File: config.mk
export PLATFORM = sky130hd
export DESIGN_NAME = amm2axi4lite_bridge_flat
export DESIGN_NICKNAME = d
export VERILOG_FILES = /design/src/rtl/amm2axi4lite_bridge_if.sv /design/src/rtl/amm2axi4lite_bridge.sv /design/src/flat_wrapper.sv
export SDC_FILE = /design/constraint.sdc
export NUM_CORES = 1
export LEC_CHECK = 0
export ABC_AREA = 1
export BUFFER_PORTS_ARGS = -buffer_cell sky130_fd_sc_hd__clkbuf_2
export CAP_MARGIN = 5
export CORE_ASPECT_RATIO = 1.75
export CORE_MARGIN = 1.5
export CORE_UTILIZATION = 40
export DETAILED_ROUTE_END_ITERATION = 10
export MAX_ROUTING_LAYER = met4
export PLACE_DENSITY = 0.74
export SETUP_SLACK_MARGIN = 0.2
export SLEW_MARGIN = 10
export SYNTH_ARGS = -nofsm -noshare
export SYNTH_HDL_FRONTEND = slang
export SYNTH_SLANG_ARGS = --single-unit
File: constraint.sdc
create_clock -name clk -period 1.8 [get_ports clk]
set_input_delay 0.27 -clock clk [delete_from_list [all_inputs] [get_ports clk]]
set_output_delay 0.27 -clock clk [all_outputs]
set_load 0.005 [all_outputs]
File: src/rtl/amm2axi4lite_bridge_if.sv
// Avalon-MM slave / AXI4-Lite master signal bundle for the bridge.
// slave: bridge view (Avalon slave + AXI master); master: environment view.
interface amm2axi4lite_bridge_if #(
  parameter int ADDR_W = 32
);
  logic [ADDR_W-1:0] s_address;
  logic [3:0]        s_byteenable;
  logic [31:0]       s_writedata;
  logic              s_read;
  logic              s_write;
  logic              s_waitrequest;
  logic [31:0]       s_readdata;
  logic              s_readdatavalid;
  logic              s_resp_err;

  logic [ADDR_W-1:0] m_awaddr;
  logic [2:0]        m_awprot;
  logic              m_awvalid;
  logic              m_awready;
  logic [31:0]       m_wdata;
  logic [3:0]        m_wstrb;
  logic              m_wvalid;
  logic              m_wready;
  logic [1:0]        m_bresp;
  logic              m_bvalid;
  logic              m_bready;
  logic [ADDR_W-1:0] m_araddr;
  logic [2:0]        m_arprot;
  logic              m_arvalid;
  logic              m_arready;
  logic [31:0]       m_rdata;
  logic [1:0]        m_rresp;
  logic              m_rvalid;
  logic              m_rready;

  modport slave (
    input  s_address, s_byteenable, s_writedata, s_read, s_write,
    output s_waitrequest, s_readdata, s_readdatavalid, s_resp_err,
    output m_awaddr, m_awprot, m_awvalid,
    input  m_awready,
    output m_wdata, m_wstrb, m_wvalid,
    input  m_wready,
    input  m_bresp, m_bvalid,
    output m_bready,
    output m_araddr, m_arprot, m_arvalid,
    input  m_arready,
    input  m_rdata, m_rresp, m_rvalid,
    output m_rready
  );

  modport master (
    output s_address, s_byteenable, s_writedata, s_read, s_write,
    input  s_waitrequest, s_readdata, s_readdatavalid, s_resp_err,
    input  m_awaddr, m_awprot, m_awvalid,
    output m_awready,
    input  m_wdata, m_wstrb, m_wvalid,
    output m_wready,
    output m_bresp, m_bvalid,
    input  m_bready,
    input  m_araddr, m_arprot, m_arvalid,
    output m_arready,
    output m_rdata, m_rresp, m_rvalid,
    input  m_rready
  );
endinterface

File: src/rtl/amm2axi4lite_bridge.sv
// Avalon-MM (readdatavalid) to AXI4-Lite bridge, one transaction in flight.
// Ports: clk, reset (sync, active-high), bus (amm2axi4lite_bridge_if.slave).
module amm2axi4lite_bridge #(
  parameter int       ADDR_W     = 32,
  parameter bit [2:0] AXPROT     = 3'b000,
  parameter bit       FORCE_ALGN = 1'b1
) (
  input logic clk,
  input logic reset,
  amm2axi4lite_bridge_if.slave bus
);

  typedef enum logic [2:0] {
    IDLE, WREQ, WRSP, WACK, RREQ, RACK, RDAT
  } state_t;

  state_t            r_state, w_state;
  logic [ADDR_W-1:0] r_addr, w_addr;
  logic [31:0]       r_wdata, w_wdata;
  logic [3:0]        r_strb, w_strb;
  logic              r_awvalid, w_awvalid;
  logic              r_wvalid, w_wvalid;
  logic              r_bready, w_bready;
  logic              r_arvalid, w_arvalid;
  logic              r_rready, w_rready;
  logic [31:0]       r_rdata, w_rdata;
  logic              r_rdv, w_rdv;
  logic              r_err, w_err;
  logic              w_accept;
  logic [ADDR_W-1:0] w_in_addr;

  assign w_in_addr = FORCE_ALGN
    ? {bus.s_address[ADDR_W-1:2], 2'b00}
    : bus.s_address;

  always_comb begin
    w_state   = r_state;
    w_addr    = r_addr;
    w_wdata   = r_wdata;
    w_strb    = r_strb;
    w_awvalid = r_awvalid;
    w_wvalid  = r_wvalid;
    w_bready  = r_bready;
    w_arvalid = r_arvalid;
    w_rready  = r_rready;
    w_rdata   = r_rdata;
    w_rdv     = 1'b0;
    w_err     = 1'b0;
    w_accept  = 1'b0;
    unique case (r_state)
      IDLE: w_accept = 1'b1;
      WREQ: begin
        // AW and W retire independently, in any order
        if (r_awvalid && bus.m_awready)
          w_awvalid = 1'b0;
        if (r_wvalid && bus.m_wready)
          w_wvalid = 1'b0;
        if (!w_awvalid && !w_wvalid) begin
          w_state  = WRSP;
          w_bready = 1'b1;
        end
      end
      WRSP: begin
        if (bus.m_bvalid) begin
          w_bready = 1'b0;
          w_err    = |bus.m_bresp;
          w_state  = WACK;
        end
      end
      WACK: w_state = IDLE;
      RREQ: begin
        if (bus.m_arready) begin
          w_arvalid = 1'b0;
          w_state   = RACK;
        end
      end
      RACK: begin
        // rready held low here so readdatavalid
        // cannot land on the waitrequest-low cycle
        w_rready = 1'b1;
        w_state  = RDAT;
      end
      RDAT: begin
        if (bus.m_rvalid) begin
          w_rready = 1'b0;
          w_rdata  = bus.m_rdata;
          w_rdv    = 1'b1;
          w_err    = |bus.m_rresp;
          w_state  = IDLE;
          w_accept = 1'b1;
        end
      end
      default: w_state = IDLE;
    endcase
    if (w_accept) begin
      if (bus.s_write) begin
        w_addr    = w_in_addr;
        w_wdata   = bus.s_writedata;
        w_strb    = bus.s_byteenable;
        w_awvalid = 1'b1;
        w_wvalid  = 1'b1;
        w_state   = WREQ;
      end else if (bus.s_read) begin
        w_addr    = w_in_addr;
        w_arvalid = 1'b1;
        w_state   = RREQ;
      end
    end
  end

  always_ff @(posedge clk) begin
    if (reset) begin
      r_state   <= IDLE;
      r_addr    <= '0;
      r_wdata   <= '0;
      r_strb    <= '0;
      r_awvalid <= 1'b0;
      r_wvalid  <= 1'b0;
      r_bready  <= 1'b0;
      r_arvalid <= 1'b0;
      r_rready  <= 1'b0;
      r_rdata   <= '0;
      r_rdv     <= 1'b0;
      r_err     <= 1'b0;
    end else begin
      r_state   <= w_state;
      r_addr    <= w_addr;
      r_wdata   <= w_wdata;
      r_strb    <= w_strb;
      r_awvalid <= w_awvalid;
      r_wvalid  <= w_wvalid;
      r_bready  <= w_bready;
      r_arvalid <= w_arvalid;
      r_rready  <= w_rready;
      r_rdata   <= w_rdata;
      r_rdv     <= w_rdv;
      r_err     <= w_err;
    end
  end

  assign bus.s_waitrequest =
    !((r_state == WACK) || (r_state == RACK));
  assign bus.s_readdata      = r_rdata;
  assign bus.s_readdatavalid = r_rdv;
  assign bus.s_resp_err      = r_err;

  assign bus.m_awaddr  = r_addr;
  assign bus.m_awprot  = AXPROT;
  assign bus.m_awvalid = r_awvalid;
  assign bus.m_wdata   = r_wdata;
  assign bus.m_wstrb   = r_strb;
  assign bus.m_wvalid  = r_wvalid;
  assign bus.m_bready  = r_bready;
  assign bus.m_araddr  = r_addr;
  assign bus.m_arprot  = AXPROT;
  assign bus.m_arvalid = r_arvalid;
  assign bus.m_rready  = r_rready;

endmodule

File: src/flat_wrapper.sv
// flat-port wrapper written by rule: the top's interface ports become plain ports
module amm2axi4lite_bridge_flat 
#(
  parameter int       ADDR_W     = 32,
  parameter bit [2:0] AXPROT     = 3'b000,
  parameter bit       FORCE_ALGN = 1'b1
)
  (clk, reset, bus_s_address, bus_s_byteenable, bus_s_writedata, bus_s_read, bus_s_write, bus_s_waitrequest, bus_s_readdata, bus_s_readdatavalid, bus_s_resp_err, bus_m_awaddr, bus_m_awprot, bus_m_awvalid, bus_m_awready, bus_m_wdata, bus_m_wstrb, bus_m_wvalid, bus_m_wready, bus_m_bresp, bus_m_bvalid, bus_m_bready, bus_m_araddr, bus_m_arprot, bus_m_arvalid, bus_m_arready, bus_m_rdata, bus_m_rresp, bus_m_rvalid, bus_m_rready);
  amm2axi4lite_bridge_if #(.ADDR_W(ADDR_W)) bus_i ();
  input logic clk;
  input logic reset;
  input wire logic [$bits(bus_i.s_address)-1:0] bus_s_address;
  input wire logic [$bits(bus_i.s_byteenable)-1:0] bus_s_byteenable;
  input wire logic [$bits(bus_i.s_writedata)-1:0] bus_s_writedata;
  input wire logic [$bits(bus_i.s_read)-1:0] bus_s_read;
  input wire logic [$bits(bus_i.s_write)-1:0] bus_s_write;
  output wire logic [$bits(bus_i.s_waitrequest)-1:0] bus_s_waitrequest;
  output wire logic [$bits(bus_i.s_readdata)-1:0] bus_s_readdata;
  output wire logic [$bits(bus_i.s_readdatavalid)-1:0] bus_s_readdatavalid;
  output wire logic [$bits(bus_i.s_resp_err)-1:0] bus_s_resp_err;
  output wire logic [$bits(bus_i.m_awaddr)-1:0] bus_m_awaddr;
  output wire logic [$bits(bus_i.m_awprot)-1:0] bus_m_awprot;
  output wire logic [$bits(bus_i.m_awvalid)-1:0] bus_m_awvalid;
  input wire logic [$bits(bus_i.m_awready)-1:0] bus_m_awready;
  output wire logic [$bits(bus_i.m_wdata)-1:0] bus_m_wdata;
  output wire logic [$bits(bus_i.m_wstrb)-1:0] bus_m_wstrb;
  output wire logic [$bits(bus_i.m_wvalid)-1:0] bus_m_wvalid;
  input wire logic [$bits(bus_i.m_wready)-1:0] bus_m_wready;
  input wire logic [$bits(bus_i.m_bresp)-1:0] bus_m_bresp;
  input wire logic [$bits(bus_i.m_bvalid)-1:0] bus_m_bvalid;
  output wire logic [$bits(bus_i.m_bready)-1:0] bus_m_bready;
  output wire logic [$bits(bus_i.m_araddr)-1:0] bus_m_araddr;
  output wire logic [$bits(bus_i.m_arprot)-1:0] bus_m_arprot;
  output wire logic [$bits(bus_i.m_arvalid)-1:0] bus_m_arvalid;
  input wire logic [$bits(bus_i.m_arready)-1:0] bus_m_arready;
  input wire logic [$bits(bus_i.m_rdata)-1:0] bus_m_rdata;
  input wire logic [$bits(bus_i.m_rresp)-1:0] bus_m_rresp;
  input wire logic [$bits(bus_i.m_rvalid)-1:0] bus_m_rvalid;
  output wire logic [$bits(bus_i.m_rready)-1:0] bus_m_rready;
  assign bus_i.s_address = bus_s_address;
  assign bus_i.s_byteenable = bus_s_byteenable;
  assign bus_i.s_writedata = bus_s_writedata;
  assign bus_i.s_read = bus_s_read;
  assign bus_i.s_write = bus_s_write;
  assign bus_s_waitrequest = bus_i.s_waitrequest;
  assign bus_s_readdata = bus_i.s_readdata;
  assign bus_s_readdatavalid = bus_i.s_readdatavalid;
  assign bus_s_resp_err = bus_i.s_resp_err;
  assign bus_m_awaddr = bus_i.m_awaddr;
  assign bus_m_awprot = bus_i.m_awprot;
  assign bus_m_awvalid = bus_i.m_awvalid;
  assign bus_i.m_awready = bus_m_awready;
  assign bus_m_wdata = bus_i.m_wdata;
  assign bus_m_wstrb = bus_i.m_wstrb;
  assign bus_m_wvalid = bus_i.m_wvalid;
  assign bus_i.m_wready = bus_m_wready;
  assign bus_i.m_bresp = bus_m_bresp;
  assign bus_i.m_bvalid = bus_m_bvalid;
  assign bus_m_bready = bus_i.m_bready;
  assign bus_m_araddr = bus_i.m_araddr;
  assign bus_m_arprot = bus_i.m_arprot;
  assign bus_m_arvalid = bus_i.m_arvalid;
  assign bus_i.m_arready = bus_m_arready;
  assign bus_i.m_rdata = bus_m_rdata;
  assign bus_i.m_rresp = bus_m_rresp;
  assign bus_i.m_rvalid = bus_m_rvalid;
  assign bus_m_rready = bus_i.m_rready;
  amm2axi4lite_bridge #(.ADDR_W(ADDR_W), .AXPROT(AXPROT), .FORCE_ALGN(FORCE_ALGN)) u_core (.clk(clk), .reset(reset), .bus(bus_i));
endmodule
==> flow_metrics.env <==
export IMPL_status="completed"
export IMPL_r2r_start="u_core.r_state[0]"
export IMPL_antenna_found_initial=0
export IMPL_regToRegSetupSlack_ns=0.40
export IMPL_die_x_um=83.8
export IMPL_critPathMaxFanout=7
export IMPL_core_um2=11100
export IMPL_critPathCaptureType="output port"
export IMPL_setup_viol=0
export IMPL_power_total_w=0.00889
export IMPL_synth_cell_types=21
export IMPL_fin_skew_ns=0.00894
export IMPL_routabilityCongestion=0.794
export IMPL_p_per_area_nw_per_um2=1500
export IMPL_required_ns=1.53
export IMPL_num_nets_final=915
export IMPL_drcViolationCount=0
export IMPL_hold_depth=3
export IMPL_grtUsageTotal=0.198
export IMPL_cts_buffers_inserted=9
export IMPL_met3WireLength_um=802
export IMPL_avgSynthCellArea_um2=7.49
export IMPL_r2r_end="u_core.bus.s_readdata[24]"
export IMPL_fin_setup_tns_ns=0
export IMPL_cp_top_family="flip-flops"
export IMPL_worstSetupStartpointType="flop"
export IMPL_synthesis_area_um2=4570
export IMPL_yosysWarnings=0
export IMPL_cap_violations=0
export IMPL_drive_above_1_share=0.354
export IMPL_gr_total_overflow=0
export IMPL_cp_startpoint="u_core.r_state[2]"
export IMPL_wl_per_cell_um=12.7
export IMPL_synth_top_family_by_area="simple AND/OR/NAND/NOR gates"
export IMPL_synth_mux_area_fraction=0
export IMPL_drt_wl_total_mm=11.9
export IMPL_fin_crit_sh=0.807
export IMPL_via_per_inst=4.75
export IMPL_maxUsedRoutingLayer="met4"
export IMPL_slowest_delay_ns=0.41
export IMPL_peakVddDrop_mv=0.926
export IMPL_h_tree_depth=3
export IMPL_path_buf_inv=2
export IMPL_start_util=0.411
export IMPL_synth_fa_ha_area_frac=0
export IMPL_vias=4463
export IMPL_cts_sinks=108
export IMPL_fp_row_count=51
export IMPL_critPathSlowestCell="dfxtp_2"
export IMPL_grt_pass1_vias=3940
export IMPL_synth_seq_area_share=0.473
export IMPL_finalHoldViolations=0
export IMPL_fin_crit_ns=1.45
export IMPL_rr_worst_depth=6
export IMPL_cts_tree="yes"
export IMPL_drt_iter0_drc=199
export IMPL_synth_compound_area_frac=0.0816
export IMPL_crit_chain="inv_1 -> nor2_2 -> nor2_1 -> clkbuf_2"
export IMPL_root_buffer="clkbuf_16"
export IMPL_dr_pass1_iters=4
export IMPL_portBuffers=246
export IMPL_area_growth_synth_to_final_pct=29.9
export IMPL_clock_path_buffers=2
export IMPL_netlist_instances=610
export IMPL_path_clk_slew_ns=0.07
export IMPL_grt_pass1_wl_mm=18.9
export IMPL_post_cts_buffers=0
export IMPL_drv_slew=0
export IMPL_grt_max_degree=61
export IMPL_hpwlAfterDp_mm=8.61
export IMPL_ant_nets=0
export IMPL_yosys_area_share_xor_xnor=0
export IMPL_dp_cells=923
export IMPL_rsz0062_at_grt="false"
export IMPL_fmax_ghz=0.688
export IMPL_wl_met1_mm=4.66
export IMPL_wl_met2_mm=6.28
export IMPL_hold_path_end="u_core.bus.s_readdata[29]"
export IMPL_layout_cells_non_filler=939
export IMPL_leakage_nw=3.15
export IMPL_synth_simple_gate_area_share=0.295
export IMPL_hp_start="bus_m_rdata[29]"
export IMPL_dieArea_um2=12100
export IMPL_fin_hold_ws_ns=0.148
export IMPL_crit_type="reg2out"
export IMPL_diodes=0
export IMPL_die_h_um=144
export IMPL_holdCritPathClass="in2reg"
export IMPL_worstSkewPairLatency_ns=0.34
export IMPL_cp_arrival_ns=1.18
export IMPL_synth_ff_latch_count=108
export IMPL_ios=259
-- layout by cell type, fill, tap and decap left out, types with 9 or more instances in the layout --
| master | synthesis | routed |
|---|---|---|
| nand3_1 | 73 | 73 |
| inv_1 | 40 | 39 |
| nor2_1 | 39 | 38 |
| clkbuf_2 | 0 | 246 |
| nand2_1 | 142 | 141 |
| nand4_1 | 38 | 38 |
| dfxtp_1 | 108 | 106 |
| a21oi_1 | 69 | 69 |
| conb_1 | 1 | 10 |
| clkbuf_16 | 0 | 9 |
-- flip-flops by register name, indices dropped and copies added (netlist names) --
signal,count
u_core.bus.m_bready,1
u_core.r_state,3
u_core.bus.s_resp_err,1
u_core.bus.m_wdata,32
u_core.bus.m_araddr,30
u_core.bus.s_readdata,32
u_core.bus.m_rready,1
u_core.bus.m_wstrb,4
u_core.bus.s_readdatavalid,1
u_core.bus.m_awvalid,1
u_core.bus.m_wvalid,1
u_core.bus.m_arvalid,1
-- worst max-delay path by stage --
stage,endpoint,slack (ns),cells past startpoint
finish,bus_s_waitrequest,0.35,4
global route,u_core.bus.s_readdata[24],0.21,6
CTS,bus_s_waitrequest,0.26,5
detailed placement,u_core.bus.s_readdata[24],0.34,6
global placement,u_core.bus.s_resp_err,0.37,6
floorplan,u_core.bus.m_araddr[10],0.57,7
-- tightest hold or removal path: stages --
cell and delay [ns]:
clkbuf_2 0.08, nand2_1 0.05, a21oi_1 0.05
-- cell type report --
cell class	instances	area, µm²
tap	132	165
sequential	108	2160
clock inverter	6	70.1
clock buffer	10	239
timing repair buffer	258	1370
multi-input combinational	382	1760
fill	1129	5170
inverter	43	161
-- stage by stage --
| stage | instance area, µm² | setup WS [ns] | utilization |
|---|---|---|---|
| final | 5930 | 0.347 | 0.534 |
| after global routing | 5930 | 0.213 | 0.534 |
| after CTS | 5930 | 0.263 | 0.534 |
| after detailed placement | 5620 | 0.342 | 0.506 |
| after global placement | 5620 | 0.370 | 0.506 |
| after floorplan | 4600 | 0.569 | - |
-- routing by layer --
layer	vias up	track usage
met5	-	-
met4	0	0.0595
met3	9	0.0508
met2	188	0.360
met1	1944	0.212
li1	2322	-
-- synthesized netlist by cell type (all sizes together) --
cell type,n,area [µm²]
o211ai,1,7.51
nand3,74,375
nor3,2,10.0
clkbuf,17,63.8
dfxtp,108,2160
inv,42,158
clkinv,1,3.75
nand4,39,259
nand2,144,556
conb,1,3.75
o21ai,4,20.0
buf,69,458
nor2,39,146
a21oi,69,345
-- where the power goes --
part	switching, W	internal [W]	leakage, nW
registers	0.000459	0.00303	0.885
logic	0.00196	0.00141	2.11
clock network	0.000894	0.00113	0.154
-- timing repair --
action / CTS / global route
hold buffers: 0 / 0
endpoints found under the setup margin: 1 / 1
gates resized for setup: 2 / 2
-- logic make-up (layout without fill, tap and decap cells) --
kind of cell / Yosys count / after routing
buf+inv: 129 / 317
compound gates: 74 / 74
flops: 108 / 108
simple gates: 298 / 298
other cells: 1 / 10
No activity file was read; power rests on OpenSTA's default activity.
